`src/rtl/reg_scoreboard_if.sv`:
```
// Issue, writeback and hazard-query signals between decode/writeback and the register scoreboard.
interface reg_scoreboard_if #(
    parameter int CNT_W = 3
);
    logic             issue_valid;
    logic [4:0]       issue_rd;
    logic             issue_ready;
    logic             wb_valid;
    logic [4:0]       wb_rd;
    logic [4:0]       rs1;
    logic [4:0]       rs2;
    logic             stall;
    logic [CNT_W-1:0] pending_cnt;
    logic [31:0]      busy_vec;
    logic             err_wb;

    modport master (
        output issue_valid, issue_rd, wb_valid, wb_rd, rs1, rs2,
        input  issue_ready, stall, pending_cnt, busy_vec, err_wb
    );

    modport slave (
        input  issue_valid, issue_rd, wb_valid, wb_rd, rs1, rs2,
        output issue_ready, stall, pending_cnt, busy_vec, err_wb
    );
endinterface

```
`src/rtl/reg_scoreboard.sv`:
```
// Pending-write scoreboard for multi-cycle units: per-register busy bits, source hazard
// stall with same-cycle writeback bypass, WAW/full issue back-pressure and a sticky stray-writeback flag.
module reg_scoreboard #(
    parameter int MAX_PENDING = 4,
    parameter int CNT_W       = 3
) (
    input logic             clock,
    input logic             reset,
    reg_scoreboard_if.slave sb
);
    function automatic logic reg_eq(input logic [4:0] a, input logic [4:0] b);
        return &(a ~^ b);
    endfunction

    logic [31:0]      busy_q, busy_d;
    logic [CNT_W-1:0] cnt_q, cnt_d;
    logic             err_q, err_d;

    logic wb_nz, wb_hit, wb_miss, wb_same_issue;
    logic clr1, clr2, full, waw, ready, accept, inc;

    always_comb begin
        wb_nz         = sb.wb_valid & (sb.wb_rd != 5'd0);
        wb_hit        = wb_nz & busy_q[sb.wb_rd];
        wb_miss       = wb_nz & ~busy_q[sb.wb_rd];
        wb_same_issue = sb.wb_valid & reg_eq(sb.wb_rd, sb.issue_rd);
        clr1          = sb.wb_valid & reg_eq(sb.wb_rd, sb.rs1);
        clr2          = sb.wb_valid & reg_eq(sb.wb_rd, sb.rs2);

        // A writeback freeing a slot or the very same register lets the issue through this cycle.
        full   = (cnt_q == CNT_W'(MAX_PENDING)) & ~wb_hit;
        waw    = busy_q[sb.issue_rd] & ~wb_same_issue;
        ready  = ~full & ~waw;
        accept = sb.issue_valid & ready;
        inc    = accept & (sb.issue_rd != 5'd0);

        // Clear before set so an issue and writeback to one register leave it pending.
        busy_d = busy_q;
        if (wb_hit) busy_d[sb.wb_rd] = 1'b0;
        if (inc)    busy_d[sb.issue_rd] = 1'b1;

        cnt_d = cnt_q;
        if (inc && !wb_hit)      cnt_d = cnt_q + CNT_W'(1);
        else if (!inc && wb_hit) cnt_d = cnt_q - CNT_W'(1);

        err_d = err_q | wb_miss;
    end

    always_ff @(posedge clock or posedge reset) begin
        if (reset) begin
            busy_q <= '0;
            cnt_q  <= '0;
            err_q  <= 1'b0;
        end else begin
            busy_q <= busy_d;
            cnt_q  <= cnt_d;
            err_q  <= err_d;
        end
    end

    assign sb.issue_ready = ready;
    assign sb.stall       = (busy_q[sb.rs1] & (sb.rs1 != 5'd0) & ~clr1)
                          | (busy_q[sb.rs2] & (sb.rs2 != 5'd0) & ~clr2);
    assign sb.pending_cnt = cnt_q;
    assign sb.busy_vec    = busy_q;
    assign sb.err_wb      = err_q;
endmodule

```
`src/flat_wrapper.sv`:
```
// flat-port wrapper written by rule: the top's interface ports become plain ports
module reg_scoreboard_flat 
#(
    parameter int MAX_PENDING = 4,
    parameter int CNT_W       = 3
)
  (clock, reset, sb_issue_valid, sb_issue_rd, sb_wb_valid, sb_wb_rd, sb_rs1, sb_rs2, sb_issue_ready, sb_stall, sb_pending_cnt, sb_busy_vec, sb_err_wb);
  reg_scoreboard_if #(.CNT_W(CNT_W)) sb_i ();
  input logic clock;
  input logic reset;
  input wire logic [$bits(sb_i.issue_valid)-1:0] sb_issue_valid;
  input wire logic [$bits(sb_i.issue_rd)-1:0] sb_issue_rd;
  input wire logic [$bits(sb_i.wb_valid)-1:0] sb_wb_valid;
  input wire logic [$bits(sb_i.wb_rd)-1:0] sb_wb_rd;
  input wire logic [$bits(sb_i.rs1)-1:0] sb_rs1;
  input wire logic [$bits(sb_i.rs2)-1:0] sb_rs2;
  output wire logic [$bits(sb_i.issue_ready)-1:0] sb_issue_ready;
  output wire logic [$bits(sb_i.stall)-1:0] sb_stall;
  output wire logic [$bits(sb_i.pending_cnt)-1:0] sb_pending_cnt;
  output wire logic [$bits(sb_i.busy_vec)-1:0] sb_busy_vec;
  output wire logic [$bits(sb_i.err_wb)-1:0] sb_err_wb;
  assign sb_i.issue_valid = sb_issue_valid;
  assign sb_i.issue_rd = sb_issue_rd;
  assign sb_i.wb_valid = sb_wb_valid;
  assign sb_i.wb_rd = sb_wb_rd;
  assign sb_i.rs1 = sb_rs1;
  assign sb_i.rs2 = sb_rs2;
  assign sb_issue_ready = sb_i.issue_ready;
  assign sb_stall = sb_i.stall;
  assign sb_pending_cnt = sb_i.pending_cnt;
  assign sb_busy_vec = sb_i.busy_vec;
  assign sb_err_wb = sb_i.err_wb;
  reg_scoreboard #(.MAX_PENDING(MAX_PENDING), .CNT_W(CNT_W)) u_core (.clock(clock), .reset(reset), .sb(sb_i));
endmodule
```
`config.mk`:
```
export PLATFORM = sky130hd
export DESIGN_NAME = reg_scoreboard_flat
export DESIGN_NICKNAME = d
export VERILOG_FILES = /design/src/rtl/reg_scoreboard_if.sv /design/src/rtl/reg_scoreboard.sv /design/src/flat_wrapper.sv
export SDC_FILE = /design/constraint.sdc
export NUM_CORES = 1
export LEC_CHECK = 0
export BUFFER_PORTS_ARGS = -buffer_cell sky130_fd_sc_hd__buf_2
export CORE_UTILIZATION = 56
export DETAILED_ROUTE_END_ITERATION = 16
export PLACE_DENSITY = 0.82
export RECOVER_POWER = 50
export SYNTH_ARGS = -nofsm -noshare
export SYNTH_HDL_FRONTEND = slang
export SYNTH_SLANG_ARGS = --single-unit
```
`constraint.sdc`:
```
create_clock -name clock -period 3.9 [get_ports clock]
set_input_delay 0 -clock clock [delete_from_list [all_inputs] [get_ports clock]]
set_output_delay 0 -clock clock [all_outputs]
set_load 0.05 [all_outputs]
```
==> flow_summary.json, run 1 <==
{
  "fin_worst_skew_ps": 6.93,
  "ys_warn_count": 0,
  "yosys.area.top_type_share_pct": 29.1,
  "viasPerCell": 7.21,
  "die-area_um2": 5820,
  "relSlewSlack_pct": -31.6,
  "period_minus_slack_ps": 3350,
  "p_int_mw": 0.872,
  "antenna_found_initial": 0,
  "grt_max_degree": 37,
  "p_per_area_nw_per_um2": 511,
  "wl_um": 9800,
  "dieWidth_um": 76.3,
  "ant_nets": 0,
  "setup_viol": 0,
  "comb_power_share_pct": 49.5,
  "io_pins": 62,
  "cts_setup_buffers": 0,
  "vdd_drop_max_mv": 0.400,
  "critPathArrivalTime_ps": 3570,
  "slew_violations": 37,
  "synth.avg_cell_area_um2": 10.5,
  "grt_pass1_vias": 2845,
  "area_delta_synth_final_pct": 12.3,
  "overflow": 0,
  "period_share_pct": 85.9,
  "insertion_delay_ps": 290,
  "synthCells": 294,
  "holdWs_ps": 157,
  "cts_buffer_depth": 2,
  "cp.required_ps": 4110,
  "grt_pass1_wl_um": 15500,
  "ys_seq_elements": 36,
  "cts_root_buffer": "clkbuf_8",
  "ys_seq_area_share_pct": 29.1,
  "rsz0062_at_grt": "false",
  "async_flop_share_pct": 100,
  "status": "complete, but fails checks",
  "layout_common_cells": "buf_2, dfrtp_1, o21ai_0, o31ai_1, mux2i_1",
  "core-area_um2": 5200,
  "rows": 26,
  "synth.area.top_cells": "dfrtp_1, mux4_2, mux2i_1",
  "cellLeakagePower_nw": 1.41,
  "hold_viol": 0,
  "die_h_um": 76.3,
  "dr.pass1.iters": 7,
  "drc": 0,
  "clock_sinks": 36,
  "tightest_slew_ps": 1970,
  "synthesis.nets": 320,
  "grtUsageTotal_pct": 34.7,
  "synthesis.area_um2": 3090,
  "place.gp.congestion": 0.978,
  "max_freq_mhz": 298,
  "yosys.area.top_type": "dfrtp_1",
  "finalNetCount": 366,
  "critPathKind": "register to register",
  "fillers": 423,
  "p_seq_share_pct": 35.1,
  "wl_per_cell_um": 23.8,
  "maxCapViolations": 1,
  "worstPathMaxFanout": 16,
  "port_buffers": 61,
  "start_kind": "register",
  "clkTransAtPathRegs_ps": 70,
  "start_util_pct": 59.4,
  "p_sw_share_pct": 50.9,
  "end_kind": "register",
  "violations": "capacitance limit, slew limit",
  "drive_above_1_share_pct": 27.3,
  "ys_types": 43,
  "htree_num_levels": 2,
  "synth_ff_type": "dfrtp_1",
  "power.switching_mw": 0.902,
  "cts_buffers": 5,
  "drtIter0Drc": 353,
  "synth_edf_count": 0,
  "final.setup.tns_ps": 0,
  "n_antenna_cell": 0,
  "vias": 2962,
  "p_clk_share_pct": 15.4,
  "hpwl_um": 6850,
  "min_path_type": "input pin to register",
  "layout_commonest_cell": "buf_2",
  "cts_tree": "yes"
}
## state kept, by name, summed over array words and instances (netlist names)
register / count
u_core.sb.busy_vec: 32
u_core.sb.err_wb: 1
u_core.sb.pending_cnt: 3
## layer usage
metal | global-route usage, % | part of all wire (%)
met3 | 8.02 | 11
met4 | 13.1 | 3.1
met5 | 0 | 0
met2 | 51.7 | 45
met1 | 49.4 | 40
## synthesized netlist by cell type (2+ instances only)
library cell,n
nor3_1,5
and3_1,3
mux4_2,20
a21o_1,2
nand2_1,9
nand3b_1,7
or3_1,5
mux2_2,3
nor2_1,4
o221ai_1,12
buf_2,3
o31ai_1,31
a22oi_1,2
clkbuf_1,15
dfrtp_1,36
buf_1,6
xnor2_1,4
nor2b_1,3
or3b_2,8
o21a_1,2
mux2i_1,30
inv_1,6
o2111ai_4,4
nand3_1,8
xor2_1,14
o21ai_0,33
nor4_1,3
## kinds of logic (layout without fill, tap and decap cells)
logic type                 after synthesis  after routing  synth area share (%)
adders and majority gates                2              2                  1.05
xor gates and xnor gates                18             18                  5.10
muxes                                   53             53                  25.4
buffers and inverters                   33             80                  4.49
AOI/OAI and AO/OA                       91             91                  22.8
and+or+nand+nor                         61             61                  12.1
DFF                                     36             36                  29.1
## worst max-delay path, stage by stage (launching register included)
cell and delay, ps:
dfrtp_1 440, mux4_2 480, and4_1 210, or3_4 380, o31a_4 430, inv_2 260, ha_1 250, inv_1 60
fa_1 370, xor2_1 150, nor2_1 110, xor2_1 150
## power groups by stage
| stage | clock [mW] | sequential [mW] | combinational, mW |
|---|---|---|---|
| 2_1_floorplan | 0 | 0.869 | 0.385 |
| 3_3_place_gp | 0 | 0.612 | 0.871 |
| 3_5_place_dp | 0 | 0.617 | 0.883 |
| 4_1_cts | 0.276 | 0.611 | 0.887 |
| 5_1_grt | 0.291 | 0.632 | 0.928 |
| 6_report | 0.272 | 0.623 | 0.878 |
## final cells by class
type | instances | area [um^2] | share of cell area, %
multi-input combinational | 225 | 2050 | 59.1
sequential | 36 | 901 | 26.0
inverter | 7 | 26.3 | 0.757
clock inverter | 2 | 10.0 | 0.288
tap | 70 | 87.6 | 2.52
timing repair buffer | 65 | 312 | 8.98
clock buffer | 6 | 82.6 | 2.38
## timing repair
action / in CTS / in global routing
endpoints found under the setup margin: 0 / 0
hold endpoints to repair: 36 / 0
hold buffers: 1 / 0
gates resized for setup: 0 / 0
## through the flow
stage / cell area [um^2] / utilization [%] / setup WS (ps) / total power, mW / cells
after floorplan: 3090 / - / 195 / 1.25 / 294
after global placement: 3390 / 65.2 / 646 / 1.48 / 402
after detailed placement: 3390 / 65.2 / 570 / 1.50 / 402
after CTS: 3500 / 67.2 / 563 / 1.77 / 411
after global routing: 3470 / 66.7 / 384 / 1.85 / 411
final: 3470 / 66.7 / 549 / 1.77 / 411
## path summary, 6_finish.rpt
check / cells after the start / endpoint / slack, ps / start
min in group asynchronous: 4 / u_core.sb.pending_cnt[2]$_DFFE_PP0P_ / 960 / reset
setup / recovery: 11 / u_core.sb.pending_cnt[2]$_DFFE_PP0P_ / 550 / u_core.sb.busy_vec[31]$_DFF_PP0_
hold / removal: 3 / u_core.sb.busy_vec[16]$_DFF_PP0_ / 160 / sb_issue_valid
setup reg to reg: 11 / u_core.sb.pending_cnt[2]$_DFFE_PP0P_ / 550 / u_core.sb.busy_vec[31]$_DFF_PP0_
hold reg to reg: 1 / u_core.sb.err_wb$_DFF_PP0_ / 480 / u_core.sb.err_wb$_DFF_PP0_
max in group asynchronous: 4 / u_core.sb.busy_vec[13]$_DFF_PP0_ / 1810 / reset
Power figures use the tool's default switching activity.
==> run 2: changes to the inputs <==
--- a/config.mk
+++ b/config.mk
@@ -6,9 +6,10 @@
 export NUM_CORES = 1
 export LEC_CHECK = 0
 export BUFFER_PORTS_ARGS = -buffer_cell sky130_fd_sc_hd__buf_2
-export CORE_UTILIZATION = 56
+export CORE_UTILIZATION = 58
+export CTS_BUF_LIST = sky130_fd_sc_hd__clkbuf_4 sky130_fd_sc_hd__clkbuf_8
 export DETAILED_ROUTE_END_ITERATION = 16
-export PLACE_DENSITY = 0.82
+export PLACE_DENSITY = 0.85
 export RECOVER_POWER = 50
 export SYNTH_ARGS = -nofsm -noshare
 export SYNTH_HDL_FRONTEND = slang
==> flow_summary.json, run 2 (same netlist as run 1, synthesis figures left out) <==
{
  "start_util_pct": 60.5,
  "drtIter0Drc": 365,
  "rsz0062_at_grt": "false",
  "period_minus_slack_ps": 3400,
  "crit-reg2reg-launch": "u_core.sb.busy_vec[31]$_DFF_PP0_",
  "wl_per_cell_um": 23.5,
  "cp.required_ps": 4110,
  "final.setup.tns_ps": 0,
  "grt_pass1_wl_um": 14700,
  "clkTransAtPathRegs_ps": 70,
  "vias": 2960,
  "hold_start": "sb_issue_valid",
  "critPathKind": "register to register",
  "place.gp.congestion": 0.989,
  "wl_um": 9660,
  "p_clk_share_pct": 18.0,
  "min_delay_worst_endpoint": "u_core.sb.busy_vec[29]$_DFF_PP0_",
  "grt_pass1_vias": 2821,
  "area_delta_synth_final_pct": 12.9,
  "drc": 0,
  "die-area_um2": 5630,
  "maxCapViolations": 1,
  "hpwl_um": 6680,
  "placed_area_um2": 3390,
  "cts_setup_buffers": 0,
  "dp.cells": 402,
  "finalNetCount": 366,
  "max_stage_delay_ps": 490,
  "final_area_um2": 3490,
  "largest_reg_flops": 32,
  "vdd_drop_max_mv": 0.436,
  "regToRegSetupSlack_ps": 500,
  "crit_cells": 11,
  "cellLeakagePower_nw": 1.42,
  "antenna_found_initial": 0,
  "io_pins": 62,
  "die_h_um": 75.0,
  "htree_num_levels": 2,
  "drive_above_1_share_pct": 27.3,
  "power_mw": 1.83,
  "cts_root_buffer": "clkbuf_8",
  "n_antenna_cell": 0,
  "grtUsageTotal_pct": 36.7,
  "r2r_cells": 11,
  "min_path_type": "input pin to register",
  "p_seq_share_pct": 34.4,
  "p_sw_share_pct": 49.4,
  "status": "complete, but fails checks",
  "critPathSlowestCell": "mux4_2",
  "cts_tree": "yes",
  "final_cells": 411,
  "setup_ws_ps": 499,
  "critPathArrivalTime_ps": 3610,
  "cts_buffer_depth": 2,
  "post-place-ws_ps": 543,
  "crit_family": "simple AND/OR/NAND/NOR gates",
  "viasPerCell": 7.20,
  "rows": 26,
  "period_share_pct": 87.2,
  "slew_violations": 37,
  "comb_power_share_pct": 47.6,
  "worstPathMaxFanout": 16,
  "max_freq_mhz": 294,
  "relSlewSlack_pct": -26.2,
  "overflow": 0,
  "fin_worst_skew_ps": 6.20,
  "core-area_um2": 5110,
  "port_buffers": 61,
  "layout_common_cells": "buf_2, dfrtp_1, o21ai_0, o31ai_1, mux2i_1",
  "whs_path_depth": 3,
  "dr.pass1.iters": 4,
  "fillers": 413,
  "p_int_mw": 0.926,
  "hold_viol": 0,
  "dieWidth_um": 75.0,
  "cts_buffers": 5,
  "insertion_delay_ps": 290,
  "violations": "capacitance limit, slew limit",
  "power.switching_mw": 0.906,
  "crit_top_cell": "xor2_1",
  "p_per_area_nw_per_um2": 525,
  "critPathBufInv": 2,
  "ant_nets": 0,
  "end_kind": "register",
  "layout_commonest_cell": "buf_2",
  "tightest_slew_ps": 1890,
  "r2r-end": "u_core.sb.pending_cnt[2]$_DFFE_PP0P_",
  "grt_max_degree": 37,
  "start_kind": "register",
  "setup_viol": 0,
  "clock_sinks": 36,
  "crit_chain": "mux4_2 > and4_1 > or3_4 > o31a_4 > inv_2 > ha_1 > inv_1 > fa_1 > xor2_1 > nor2_1 > xor2_1"
}
-- run 2: power groups by stage --
stage	combinational, mW	sequential [mW]	clock [mW]
after CTS	0.881	0.619	0.336
after global routing	0.927	0.636	0.346
after detailed placement	0.878	0.625	0
after floorplan	0.385	0.869	0
after global placement	0.862	0.617	0
final	0.873	0.630	0.330
-- run 2: worst reg2reg max path, stage by stage (launching register included) --
cell and delay [ps]:
dfrtp_1 440, mux4_2 490, and4_1 220, or3_4 380, o31a_4 430, inv_2 260
ha_1 240, inv_1 60, fa_1 370, xor2_1 150, nor2_1 110, xor2_1 170
-- run 2: stage by stage --
| step | util (%) | hold slack [ps] |
|---|---|---|
| floorplan | - | 167 |
| global placement | 66.5 | 116 |
| detailed placement | 66.5 | 121 |
| CTS | 68.8 | 136 |
| global route | 68.3 | 166 |
| finish | 68.3 | 154 |
-- run 2: timing repair --
item,CTS,global route
endpoints found under the hold margin,36,0
setup endpoints to repair,0,0
hold buffers,1,0
gates resized for setup,0,0
-- run 2: final cells by class --
class	instances	area, um^2	share of cell area [%]
multi-input cells	225	2050	58.8
repair buffers	65	312	8.93
inverters	7	26.3	0.753
flip-flops and latches	36	901	25.8
well taps	70	87.6	2.51
clock inverters	2	35.0	1.00
clock buffers	6	76.3	2.19
-- run 2: how the worst max path moves through the flow --
stage / startpoint / endpoint / slack [ps]
floorplan: u_core.sb.busy_vec[31]$_DFF_PP0_ / u_core.sb.pending_cnt[1]$_DFFE_PP0P_ / 190
global placement: u_core.sb.busy_vec[31]$_DFF_PP0_ / u_core.sb.pending_cnt[2]$_DFFE_PP0P_ / 620
detailed placement: u_core.sb.busy_vec[31]$_DFF_PP0_ / u_core.sb.pending_cnt[2]$_DFFE_PP0P_ / 540
CTS: u_core.sb.busy_vec[31]$_DFF_PP0_ / u_core.sb.pending_cnt[2]$_DFFE_PP0P_ / 520
global route: u_core.sb.busy_vec[29]$_DFF_PP0_ / u_core.sb.pending_cnt[2]$_DFFE_PP0P_ / 350
finish: u_core.sb.busy_vec[31]$_DFF_PP0_ / u_core.sb.pending_cnt[2]$_DFFE_PP0P_ / 500
-- run 2: per-layer routing --
| metal | up-vias | GRT usage [%] | share of wire (%) |
|---|---|---|---|
| met5 | - | 0 | 0 |
| met4 | 0 | 23.7 | 3.9 |
| met3 | 37 | 6.02 | 9.7 |
| met2 | 233 | 53.9 | 47 |
| met1 | 1426 | 50.6 | 39 |
| li1 | 1264 | - | - |
==> run 3: changes to the inputs <==
--- a/config.mk
+++ b/config.mk
@@ -5,11 +5,12 @@
 export SDC_FILE = /design/constraint.sdc
 export NUM_CORES = 1
 export LEC_CHECK = 0
+export ABC_AREA = 1
 export BUFFER_PORTS_ARGS = -buffer_cell sky130_fd_sc_hd__buf_2
-export CORE_UTILIZATION = 58
+export CORE_UTILIZATION = 59
 export CTS_BUF_LIST = sky130_fd_sc_hd__clkbuf_4 sky130_fd_sc_hd__clkbuf_8
 export DETAILED_ROUTE_END_ITERATION = 16
-export PLACE_DENSITY = 0.85
+export PLACE_DENSITY = 0.84
 export RECOVER_POWER = 50
 export SYNTH_ARGS = -nofsm -noshare
 export SYNTH_HDL_FRONTEND = slang
==> flow_summary.json, run 3 <==
{
  "maxCapViolations": 1,
  "largest_reg_flops": 32,
  "cts_root_buffer": "clkbuf_8",
  "period_minus_slack_ps": 2990,
  "end_kind": "register",
  "antenna_found_initial": 1,
  "port_buffers": 61,
  "ctsHoldBuffers": 1,
  "grt_pass1_wl_um": 19000,
  "insertion_delay_ps": 300,
  "ys_types": 38,
  "clock_sinks": 36,
  "violations": "capacitance limit, slew limit",
  "power_mw": 2.59,
  "yosys.area.top_type": "dfrtp_1",
  "hold_viol": 0,
  "core-area_um2": 5960,
  "relSlewSlack_pct": -35.3,
  "tightest_slew_ps": 2030,
  "grtUsageTotal_pct": 38.5,
  "post-place-ws_ps": 926,
  "ant_nets": 0,
  "p_per_area_nw_per_um2": 670,
  "place.gp.congestion": 0.967,
  "cp.required_ps": 4080,
  "period_share_pct": 76.7,
  "area_delta_synth_final_pct": 5.65,
  "cellLeakagePower_nw": 1.81,
  "dieWidth_um": 80.7,
  "status": "complete, but fails checks",
  "rsz0062_at_grt": "false",
  "finish.utilization_pct": 64.9,
  "regToRegSetupSlack_ps": 910,
  "dr.pass1.iters": 5,
  "slew_violations": 37,
  "synthesis.area_um2": 3660,
  "setup_ws_ps": 909,
  "drtIter0Drc": 502,
  "synth_ff_type": "dfrtp_1",
  "grt_max_degree": 37,
  "layout_common_cells": "nand2_1, nor2_1, o21ai_0, inv_1, buf_2",
  "vdd_drop_max_mv": 0.586,
  "synth_common_cells": "nand2_1, nor2_1, o21ai_0",
  "min_path_type": "input pin to register",
  "die-area_um2": 6520,
  "die_h_um": 80.7,
  "n_antenna_cell": 0,
  "hpwl_um": 8330,
  "max_freq_mhz": 334,
  "drc": 0,
  "dp.cells": 694,
  "drive_above_1_share_pct": 12.4,
  "cts_setup_buffers": 0,
  "synth.avg_cell_area_um2": 6.15,
  "start_kind": "register",
  "yosys.area.top_type_share_pct": 24.6,
  "wl_um": 12100,
  "synth.area.top_cells": "dfrtp_1, nand2_1, o21ai_0",
  "postCtsResizedCells": 0,
  "critPathKind": "register to register",
  "final.setup.tns_ps": 0,
  "grt_pass1_vias": 3907,
  "worstPathMaxFanout": 33,
  "wl_per_cell_um": 17.2,
  "synthCells": 594,
  "cts_tree": "yes",
  "final_area_um2": 3860,
  "htree_num_levels": 2,
  "fin_worst_skew_ps": 6.39,
  "viasPerCell": 6.29,
  "synth_edf_count": 0,
  "critPathArrivalTime_ps": 3170,
  "cts_buffers": 5,
  "placed_area_um2": 3780,
  "finalNetCount": 653,
  "ys_seq_elements": 36,
  "layout_commonest_cell": "nand2_1",
  "clkTransAtPathRegs_ps": 70,
  "start_util_pct": 61.4,
  "final_cells": 702,
  "setup_viol": 0,
  "io_pins": 62,
  "synthesis.nets": 620,
  "async_flop_share_pct": 100,
  "holdWs_ps": 154,
  "cts_buffer_depth": 2,
  "rows": 28,
  "overflow": 0,
  "yosysMostFrequentCell": "nand2_1",
  "vias": 4416,
  "ys_seq_area_share_pct": 24.6,
  "ys_warn_count": 0
}
run 3: cell types whose count changed in the layout (fill, tap and decap cells not counted), sizes merged, moves of 15 or more:
| cell | change |
|---|---|
| a21oi | +21 |
| inv | +44 |
| mux2i | -30 |
| mux4 | -20 |
| nand2 | +196 |
| nand3 | +30 |
| nand4 | +35 |
| nor2 | +47 |
| o211ai | +15 |
| o21ai | +32 |
| o31ai | -31 |
run 3: final cells by class:
cell class / instances / area (um^2)
multi-input combinational: 469 / 2260
fill: 570 / 2090
sequential: 36 / 901
timing repair buffer: 64 / 304
inverter: 51 / 204
clock buffer: 7 / 96.3
tap: 75 / 93.8
run 3: cell families after synthesis:
kind of cell,count (synthesis),share of synthesized area [%]
AO/OA/AOI/OAI,112,17.0
XOR/XNOR,4,0.958
adder cells (fa/ha/maj),2,0.890
buffers and inverters,89,13.4
flip-flops,36,24.6
multiplexers,1,0.308
AND/OR/NAND/NOR,350,42.8
run 3: power breakdown:
part	internal, mW	switching (mW)	total (mW)
logic	0.351	1.12	1.47
clock network	0.157	0.138	0.295
registers	0.527	0.296	0.823
total	1.04	1.55	2.59
run 3: path summary, 6_finish.rpt:
kind / start / endpoint / cells after the start
worst max-delay path: u_core.sb.busy_vec[11]$_DFF_PP0_ / u_core.sb.pending_cnt[2]$_DFFE_PP0P_ / 18
worst min-delay path: sb_wb_valid / u_core.sb.err_wb$_DFF_PP0_ / 3
worst max register to register: u_core.sb.busy_vec[11]$_DFF_PP0_ / u_core.sb.pending_cnt[2]$_DFFE_PP0P_ / 18
worst min register to register: u_core.sb.busy_vec[0]$_DFF_PP0_ / u_core.sb.busy_vec[0]$_DFF_PP0_ / 0
max in group asynchronous: reset / u_core.sb.busy_vec[13]$_DFF_PP0_ / 4
min in group asynchronous: reset / u_core.sb.busy_vec[8]$_DFF_PP0_ / 4
run 3: critical path, cell delays in order (launching register included):
cell,delay [ps]
dfrtp_1,510
nand2_1,100
nand2_1,90
nand2_1,50
nand2_1,80
nand2_1,50
nand2_1,90
nor2_2,50
nand2_2,80
nand2_4,220
nand2_4,350
nand2_1,110
nor2_1,100
ha_1,150
inv_1,70
fa_1,380
a21oi_1,140
o21ai_0,110
xor2_1,150
run 3: metal layers:
layer | track usage, % | wire length [um] | vias to the layer above
met5 | 0 | 12 | -
met2 | 57.6 | 5310 | 341
met4 | 20.5 | 498 | 2
met1 | 51.0 | 4780 | 1967
li1 | - | - | 2041
met3 | 9.55 | 1450 | 65
